[src/rtl/spi_alu_pkg.sv]
// Shared types and constants for the SPI frame ALU: frame field layout, opcodes,
// FSM states and the single-cycle operator evaluation.
package spi_alu_pkg;
  localparam int OPW   = 4;
  localparam int OPCW  = 2;
  localparam int RESW  = 8;
  localparam int FRW   = 10;
  localparam int OP_LSB = 0;
  localparam int B_LSB  = 2;
  localparam int A_LSB  = 6;

  typedef enum logic [1:0] {
    OP_ADD     = 2'b00,
    OP_SUB     = 2'b01,
    OP_MUL     = 2'b10,
    OP_AND_DIV = 2'b11
  } opcode_e;

  typedef enum logic [2:0] {
    ST_WAIT_HI,
    ST_ARMED,
    ST_ACTIVE,
    ST_SETTLE,
    ST_EXEC,
    ST_HOLD
  } state_e;

  typedef struct packed {
    logic [RESW-1:0] result;
    logic            carry;
    logic            err;
  } alu_res_t;

  // Opcode 11 evaluates as AND here; the divide build overrides it in the top.
  function automatic alu_res_t alu_1cyc(input opcode_e op, input logic [OPW-1:0] a,
                                        input logic [OPW-1:0] b);
    alu_res_t   r;
    logic [OPW:0] s;
    r = '0;
    s = {1'b0, a} + {1'b0, b};
    case (op)
      OP_ADD: begin
        r.result = {3'b0, s};
        r.carry  = s[OPW];
      end
      OP_SUB: begin
        r.result = {4'b0, a - b};
        r.carry  = (a < b);
      end
      OP_MUL:  r.result = {4'b0, a} * {4'b0, b};
      default: r.result = {4'b0, a & b};
    endcase
    return r;
  endfunction
endpackage

[src/rtl/alu_div4.sv]
// 4-bit restoring divider, one quotient bit per clock. done/q/r present the
// final step combinationally in the fourth cycle after start.
module alu_div4
  import spi_alu_pkg::*;
(
  input  logic           clk,
  input  logic           rst_n,
  input  logic           start,
  input  logic [OPW-1:0] a,
  input  logic [OPW-1:0] b,
  output logic           done,
  output logic [OPW-1:0] q,
  output logic [OPW-1:0] r
);
  logic [OPW-1:0] q_q, q_d, r_q, r_d, b_q, b_d, q_step, r_step;
  logic [2:0]     cnt_q, cnt_d;
  logic [OPW:0]   sh;

  always_comb begin
    sh     = {r_q, q_q[OPW-1]};
    q_step = {q_q[OPW-2:0], 1'b0};
    r_step = sh[OPW-1:0];
    if (sh >= {1'b0, b_q}) begin
      q_step[0] = 1'b1;
      r_step    = sh[OPW-1:0] - b_q;
    end
    q_d   = q_q;
    r_d   = r_q;
    b_d   = b_q;
    cnt_d = cnt_q;
    if (start) begin
      q_d   = a;
      r_d   = '0;
      b_d   = b;
      cnt_d = 3'd4;
    end else if (cnt_q != '0) begin
      q_d   = q_step;
      r_d   = r_step;
      cnt_d = cnt_q - 3'd1;
    end
  end

  always_ff @(posedge clk or negedge rst_n) begin
    if (!rst_n) begin
      q_q   <= '0;
      r_q   <= '0;
      b_q   <= '0;
      cnt_q <= '0;
    end else begin
      q_q   <= q_d;
      r_q   <= r_d;
      b_q   <= b_d;
      cnt_q <= cnt_d;
    end
  end

  assign done = (cnt_q == 3'd1);
  assign q    = q_step;
  assign r    = r_step;
endmodule

[src/rtl/spi_frame_alu.sv]
// End-of-frame ALU stage behind the SPI slave, with valid/ready result port.
// SPI_ALU_DIV_EN turns opcode 11 into a 4-cycle divide instead of AND.
module spi_frame_alu
  import spi_alu_pkg::*;
#(
  parameter int SETTLE_CYC = 2,
  parameter int SYNC_STG   = 2
) (
  input  logic            clk,
  input  logic            rst_n,
  input  logic            ss,
  input  logic [FRW-1:0]  frame_bits,
  input  logic            res_ready,
  output logic            res_valid,
  output logic [RESW-1:0] result,
  output logic            carry,
  output logic            err,
  output logic            overrun,
  output logic            busy
);
  localparam int CW = (SETTLE_CYC > 1) ? $clog2(SETTLE_CYC) : 1;

  logic [SYNC_STG-1:0] sync_q, sync_d, fill_q, fill_d;
  logic                ss_s, ss_p, ss_rise, ss_fall, sync_ok;
  state_e              state_q, state_d;
  logic [CW-1:0]       cnt_q, cnt_d;
  opcode_e             op_q, op_d;
  logic [OPW-1:0]      a_q, a_d, b_q, b_d;
  alu_res_t            res_q, res_d, exec_res;
  logic                valid_q, valid_d, ovr_q, ovr_d, exec_done;

  // fill_q keeps WAIT_HI from trusting the reset value of the synchroniser.
  assign sync_d  = {sync_q[SYNC_STG-2:0], ss};
  assign fill_d  = {fill_q[SYNC_STG-2:0], 1'b1};
  assign ss_s    = sync_q[SYNC_STG-2];
  assign ss_p    = sync_q[SYNC_STG-1];
  assign ss_rise = ss_s & ~ss_p;
  assign ss_fall = ~ss_s & ss_p;
  assign sync_ok = fill_q[SYNC_STG-1];

`ifdef SPI_ALU_DIV_EN
  logic           div_start, div_done;
  logic [OPW-1:0] div_q, div_r;
  assign div_start = (state_q == ST_SETTLE) && (cnt_q == '0);
  alu_div4 u_div (
    .clk  (clk),
    .rst_n(rst_n),
    .start(div_start),
    .a    (frame_bits[A_LSB +: OPW]),
    .b    (frame_bits[B_LSB +: OPW]),
    .done (div_done),
    .q    (div_q),
    .r    (div_r)
  );
`endif

  always_comb begin
    state_d   = state_q;
    cnt_d     = cnt_q;
    op_d      = op_q;
    a_d       = a_q;
    b_d       = b_q;
    res_d     = res_q;
    valid_d   = valid_q;
    ovr_d     = ovr_q;
    exec_done = 1'b0;
    exec_res  = '0;
    case (state_q)
      ST_WAIT_HI: if (sync_ok && ss_s) state_d = ST_ARMED;
      ST_ARMED:   if (ss_fall) state_d = ST_ACTIVE;
      ST_ACTIVE: begin
        if (ss_rise) begin
          state_d = ST_SETTLE;
          cnt_d   = CW'(SETTLE_CYC - 1);
        end
      end
      ST_SETTLE: begin
        if (ss_fall) ovr_d = 1'b1;
        if (cnt_q == '0) begin
          op_d    = opcode_e'(frame_bits[OP_LSB +: OPCW]);
          a_d     = frame_bits[A_LSB +: OPW];
          b_d     = frame_bits[B_LSB +: OPW];
          state_d = ST_EXEC;
        end else begin
          cnt_d = cnt_q - CW'(1);
        end
      end
      ST_EXEC: begin
        if (ss_fall) ovr_d = 1'b1;
        exec_done = 1'b1;
        exec_res  = alu_1cyc(op_q, a_q, b_q);
`ifdef SPI_ALU_DIV_EN
        if (op_q == OP_AND_DIV) begin
          if (b_q == '0) begin
            exec_res = '{result: 8'hFF, carry: 1'b0, err: 1'b1};
          end else begin
            exec_done = div_done;
            exec_res  = '{result: {div_q, div_r}, carry: 1'b0, err: 1'b0};
          end
        end
`endif
        if (exec_done) begin
          res_d   = exec_res;
          valid_d = 1'b1;
          state_d = ST_HOLD;
        end
      end
      ST_HOLD: begin
        if (ss_fall) ovr_d = 1'b1;
        if (valid_q && res_ready) begin
          valid_d = 1'b0;
          ovr_d   = ss_fall;
          // A frame still in flight at accept is dropped; wait for ss high first.
          state_d = ss_s ? ST_ARMED : ST_WAIT_HI;
        end
      end
      default: state_d = ST_WAIT_HI;
    endcase
  end

  always_ff @(posedge clk or negedge rst_n) begin
    if (!rst_n) begin
      sync_q  <= '1;
      fill_q  <= '0;
      state_q <= ST_WAIT_HI;
      cnt_q   <= '0;
      op_q    <= OP_ADD;
      a_q     <= '0;
      b_q     <= '0;
      res_q   <= '0;
      valid_q <= 1'b0;
      ovr_q   <= 1'b0;
    end else begin
      sync_q  <= sync_d;
      fill_q  <= fill_d;
      state_q <= state_d;
      cnt_q   <= cnt_d;
      op_q    <= op_d;
      a_q     <= a_d;
      b_q     <= b_d;
      res_q   <= res_d;
      valid_q <= valid_d;
      ovr_q   <= ovr_d;
    end
  end

  assign res_valid = valid_q;
  assign result    = res_q.result;
  assign carry     = res_q.carry;
  assign err       = res_q.err;
  assign overrun   = ovr_q;
  assign busy      = !(state_q inside {ST_WAIT_HI, ST_ARMED});
endmodule
[config.mk]
export PLATFORM = sky130hd
export DESIGN_NAME = spi_frame_alu
export DESIGN_NICKNAME = d
export VERILOG_FILES = /design/src/rtl/spi_alu_pkg.sv /design/src/rtl/alu_div4.sv /design/src/rtl/spi_frame_alu.sv
export SDC_FILE = /design/constraint.sdc
export NUM_CORES = 1
export LEC_CHECK = 0
export BUFFER_PORTS_ARGS = -buffer_cell sky130_fd_sc_hd__buf_2
export CAP_MARGIN = 20
export CORE_UTILIZATION = 35
export CTS_CLUSTER_SIZE = 40
export DETAILED_ROUTE_END_ITERATION = 7
export SYNTH_ARGS = -nofsm -noshare
export SYNTH_HDL_FRONTEND = slang
export SYNTH_SLANG_ARGS = --single-unit
[constraint.sdc]
create_clock -name clk -period 3.4 [get_ports clk]
set_input_delay 0 -clock clk [delete_from_list [all_inputs] [get_ports clk]]
set_output_delay 0 -clock clk [all_outputs]
set_load 0.005 [all_outputs]
After elaboration in Yosys (flattened, before gate mapping)

Index checks and enable logic that the tools add are counted.

Register bits: 29
Input port bits: 14
Output and inout bits: 13
Logic and storage cells: 65

$add $sub $neg: 3
Multipliers: 1
Order comparisons: 1
Equality and inequality tests: 12
Muxes and demuxes: 17
Bitwise gates (word level): 6
Reductions and logical operators: 14

Operators by type and width:

| cell               | number |
|---|---|
| $pmux 8 s3         | 1 |
| $pmux 3 s6         | 1 |
| $mux 3             | 5 |
| $ne 2x2->1 const B | 5 |
| $mul 4x4->8        | 1 |
| $pmux 1 s2         | 4 |
| $reduce_bool 2->1  | 4 |
| $eq 3x2->1 const B | 2 |
| $eq 3x3->1 const B | 2 |
| $mux 1             | 6 |
| $reduce_and 2->1   | 3 |
| $add 4x4->5        | 1 |
| $reduce_and 5->1   | 1 |
| $and 4x4->4        | 1 |
| $lt 4x4->1         | 1 |
| $sub 4x4->4        | 1 |
| $eq 3x1->1 const B | 1 |
| $logic_not 3->1    | 1 |
| $not 1->1          | 3 |
| $and 1x1->1        | 2 |
| $eq 2x1->1 const B | 1 |
| $eq 2x2->1 const B | 1 |
| $logic_and 1x1->1  | 2 |
| $logic_not 2->1    | 1 |
| other kinds (3)    | 3 |

Logic depth before layout (Yosys ltp)

Depth in word-level cells: 5
Depth in mapped cells: 10
Depth with buffers taken out: 10

Worst setup path before layout

OpenSTA, ideal clock, no wires.

Path type: reg-to-reg
From: register a_q[1]
To: register res_q, in the netlist result[7]
Library setup time: 0.095 ns
Data arrival time: 2.719 ns
Required time: 3.305 ns
Setup slack: 0.585 ns
Cell stages (with the launch flop): 11
Path buffers: 0
Clock period less this slack: 2.815 ns
Cell sequence: dfrtp_1 > nand2_1 > fa_1 > inv_1 > fa_1 > ha_1 > a211oi_1 > o21bai_1 > a21oi_1 > xor2_1 > o31ai_1

Word-level cells in the longest chain between the ends: 2

RTL lines:

| element                | line                 | source |
|---|---|---|
| start, declared        | spi_frame_alu.sv:28  | `logic [OPW-1:0] a_q, a_d, b_q, b_d;` |
| start signal, assigned | spi_frame_alu.sv:128 | `a_q <= '0;` |
| start signal, assigned | spi_frame_alu.sv:139 | `a_q <= a_d;` |
| $mul 4x4->8            | spi_alu_pkg.sv:50    | `OP_MUL: r.result = {4'b0, a} * {4'b0, b};` |
| $pmux 8 s3             | spi_alu_pkg.sv:41    | `case (op)` |
| end signal, assigned   | spi_frame_alu.sv:141 | `res_q <= res_d;` |
| end, declared          | spi_frame_alu.sv:29  | `alu_res_t res_q, res_d, exec_res;` |

No other way between the ends.
A chain may end at the register's enable or synchronous reset.

Final worst setup path

Same ends and word-level chain as after synthesis.

==> qor.txt <==
maxcap violations: 0
Pre-antenna DRT Iters: 4
Die Y: 76.44 microns
Final Max Tran Viols: 0
Starting Density: 0.3703
Leak Pwr: 0.001111 uW
final count of negative-setup-slack endpoints: 0
worst skew pair latency: 0.27 ns
total global routing overflow: 0
die area: 5843 sq um
end of the critical path: result[7]
ys async rst share: 1.000
syn_nets: 227
final net count: 263
post-DR wirelength/cell: 11.94 microns
min Tclk post-route: 2.995 ns
final worst path period share: 0.8810
Slew headroom: 0.4263
Met2 Wirelength: 1481 microns
Worst setup SP type: flop
Synth Instances: 187
Worst-Margin Slew: 0.8605 ns
post-synth cell types: 43
Die Width: 76.44 microns
Antenna Cells: 0
dpl cells: 274
initial DRC count: 51
worst flop-to-flop path endpoint: result[7]
CP peak stage delay: 0.53 ns
first-pass GRT wire length: 6320 microns
Main synth FF type: dfrtp_1
Ports: 27
Critical Path AT: 3.12 ns
outcome: finished clean
initial antenna violation count: 0
Num CTS Buffers: 5
Worst path slowest cell: fa_1
worst r2r src: a_q[1]
drt drc: 0
post-route insts no fill: 294
vias: 1358
Clk pin slew, worst setup/hold paths: 0.06 ns
RD Place Congestion: 0.8435
peak supply drop: 530.9 uV
Final HPWL DP: 2728 microns
Worst path most repeated cell: fa_1
clk sink count: 29
Critical Path Start: a_q[1]
FF-to-FF path depth: 10
post-route ant nets: 0
CTS tree: yes
power per cell area: 927.6 nW/um^2
register area share after synthesis: 0.3755
CTS root buffer: clkbuf_8
TNS Setup: 0 ns
YS warnings: 0
post-synth top area share: 0.3484
synthesized cell area: 1939 sq um
Final Hold Vio Count: 0
final instance area: 2298 sq um
# rows: 26
CP max FO: 8
synth top area cells: dfrtp_1, ha_1, fa_1, mux2_2, nand2_1
FF-to-FF setup slack: 0.40 ns
DP Area: 2092 sq um
largest net degree at the start of global routing: 30
wire length on met3: 139 microns
area growth from synthesis to layout: 18.52%
core area: 5238 sq um
Post-Route WL: 3509 microns
number of I/O port buffers: 25
#FFs+latches synth: 29
Fmax achieved: 333.9 MHz
post-cts resize count: 0
worst setup path class: reg -> reg
Overall Global Routing Usage: 0.1353
vias in the first global route: 1335
EDFF count, synth: 0
critical path required time: 3.52 ns
Avg Vias per Cell: 4.619
CTS max path bufs: 2
area leader, netlist: dfrtp_1
share of cells above drive strength 1: 0.2232
Syn Area/Cell: 10.37 sq um
Post-Route M1 WL: 1861 microns
Critical Path Sink Type: flop
worst clock skew: 0.003283 ns
H-tree depth: 2
CP Cell Sequence: nand2_1 -> fa_1 -> inv_1 -> fa_1 -> ha_1 -> a211oi_1 -> o21bai_1 -> a21oi_1 -> xor2_1 -> o31ai_1
Tightest Hold Check Type: in -> reg
Max Used Layer: met4
Pwr Total: 2132 uW
RSZ-0062 raised after global routing: false
## through the flow
| step | utilization | setup slack [ns] | hold slack, ns |
|---|---|---|---|
| 3_5_place_dp | 0.3994 | 0.3674 | 0.06834 |
| 4_1_cts | 0.4388 | 0.3590 | 0.03342 |
| 3_3_place_gp | 0.3994 | 0.4295 | 0.06227 |
| 2_1_floorplan | - | 0.5854 | -0.2956 |
| 6_report | 0.4388 | 0.4047 | 0.03657 |
| 5_1_grt | 0.4388 | 0.1599 | 0.06095 |
## critical path: cells and delay by family, from the launching register on
kind                       cells  cell delay, ns
and+or+nand+nor                1            0.12
adders and majority gates      3            1.36
buffers and inverters          1            0.05
DFF                            1            0.51
xor gates and xnor gates       1            0.17
AOI/OAI and AO/OA              4            0.63
## kinds of logic (layout without fill, tap and decap cells)
logic type               Yosys count  in the layout  synth area share
AND/OR/NAND/NOR                   53             53            0.1413
AO/OA/AOI/OAI                     44             44            0.1497
flip-flops                        29             29            0.3755
adder cells (fa/ha/maj)           26             26            0.1910
buffers and inverters             17             54           0.04838
multiplexers                      10             10           0.06323
XOR/XNOR                           6              6           0.02710
other                              2              2          0.003872
## state kept, by name, summed over array words and instances, names as in the netlist, 2 cells and up
name and cells:
b_q 4, sync_q 2, result 8, fill_q 2, op_q 2, a_q 4
state_q 3
## synth_stat cells (5+ instances only)
cell type,count
a21oi_1,9
and2_1,7
dfrtp_1,27
fa_1,6
ha_1,20
inv_1,9
mux2_2,8
nand2_1,22
nor2_1,9
o21ai_0,12
o31ai_1,5
## what timing repair did
item	in CTS	in global routing
hold buffers	12	0
endpoints found under the hold margin	38	0
setup buffers	0	0
## placed cells by master, fill, tap and decap left out, drive strengths merged, types with 5 or more instances in the layout
cell type,instances
nand2b,5
ha,20
buf,25
nand2,22
mux2,8
dfrtp,27
a21oi,9
nor2,10
fa,6
o21ai,14
and2,7
clkbuf,5
dlygate4sd3,12
o31ai,5
inv,9
## per-layer routing
| metal | track usage | vias to the layer above |
|---|---|---|
| met3 | 0.03713 | 4 |
| met5 | 0 | - |
| met4 | 0.03462 | 0 |
| met1 | 0.1976 | 618 |
| li1 | - | 710 |
| met2 | 0.1955 | 26 |
## area by class of cell
| cell class | instances | area (sq um) |
|---|---|---|
| clock buffer | 5 | 68.82 |
| multi-input combinational | 141 | 1117 |
| inverter | 9 | 33.78 |
| tap | 70 | 87.58 |
| clock inverter | 3 | 17.52 |
| sequential | 29 | 728.2 |
| fill | 517 | 2939 |
| timing repair buffer | 37 | 245.2 |
## report_power, final
part / internal [uW] / switching, uW / leakage, uW
clock: 141 / 130 / 0.0000439
combinational: 585 / 600 / 0.000715
sequential: 483 / 193 / 0.000352
total: 1210 / 923 / 0.00111
## worst min path at each step
| stage | start | end | depth (start not counted) |
|---|---|---|---|
| floorplan | rst_n | a_q[0] | 0 |
| global placement | rst_n | state_q[0] | 1 |
| detailed placement | rst_n | state_q[0] | 1 |
| CTS | res_ready | res_valid | 4 |
| global route | res_ready | res_valid | 4 |
| finish | res_ready | res_valid | 4 |
No activity file was read; power rests on OpenSTA's default activity.
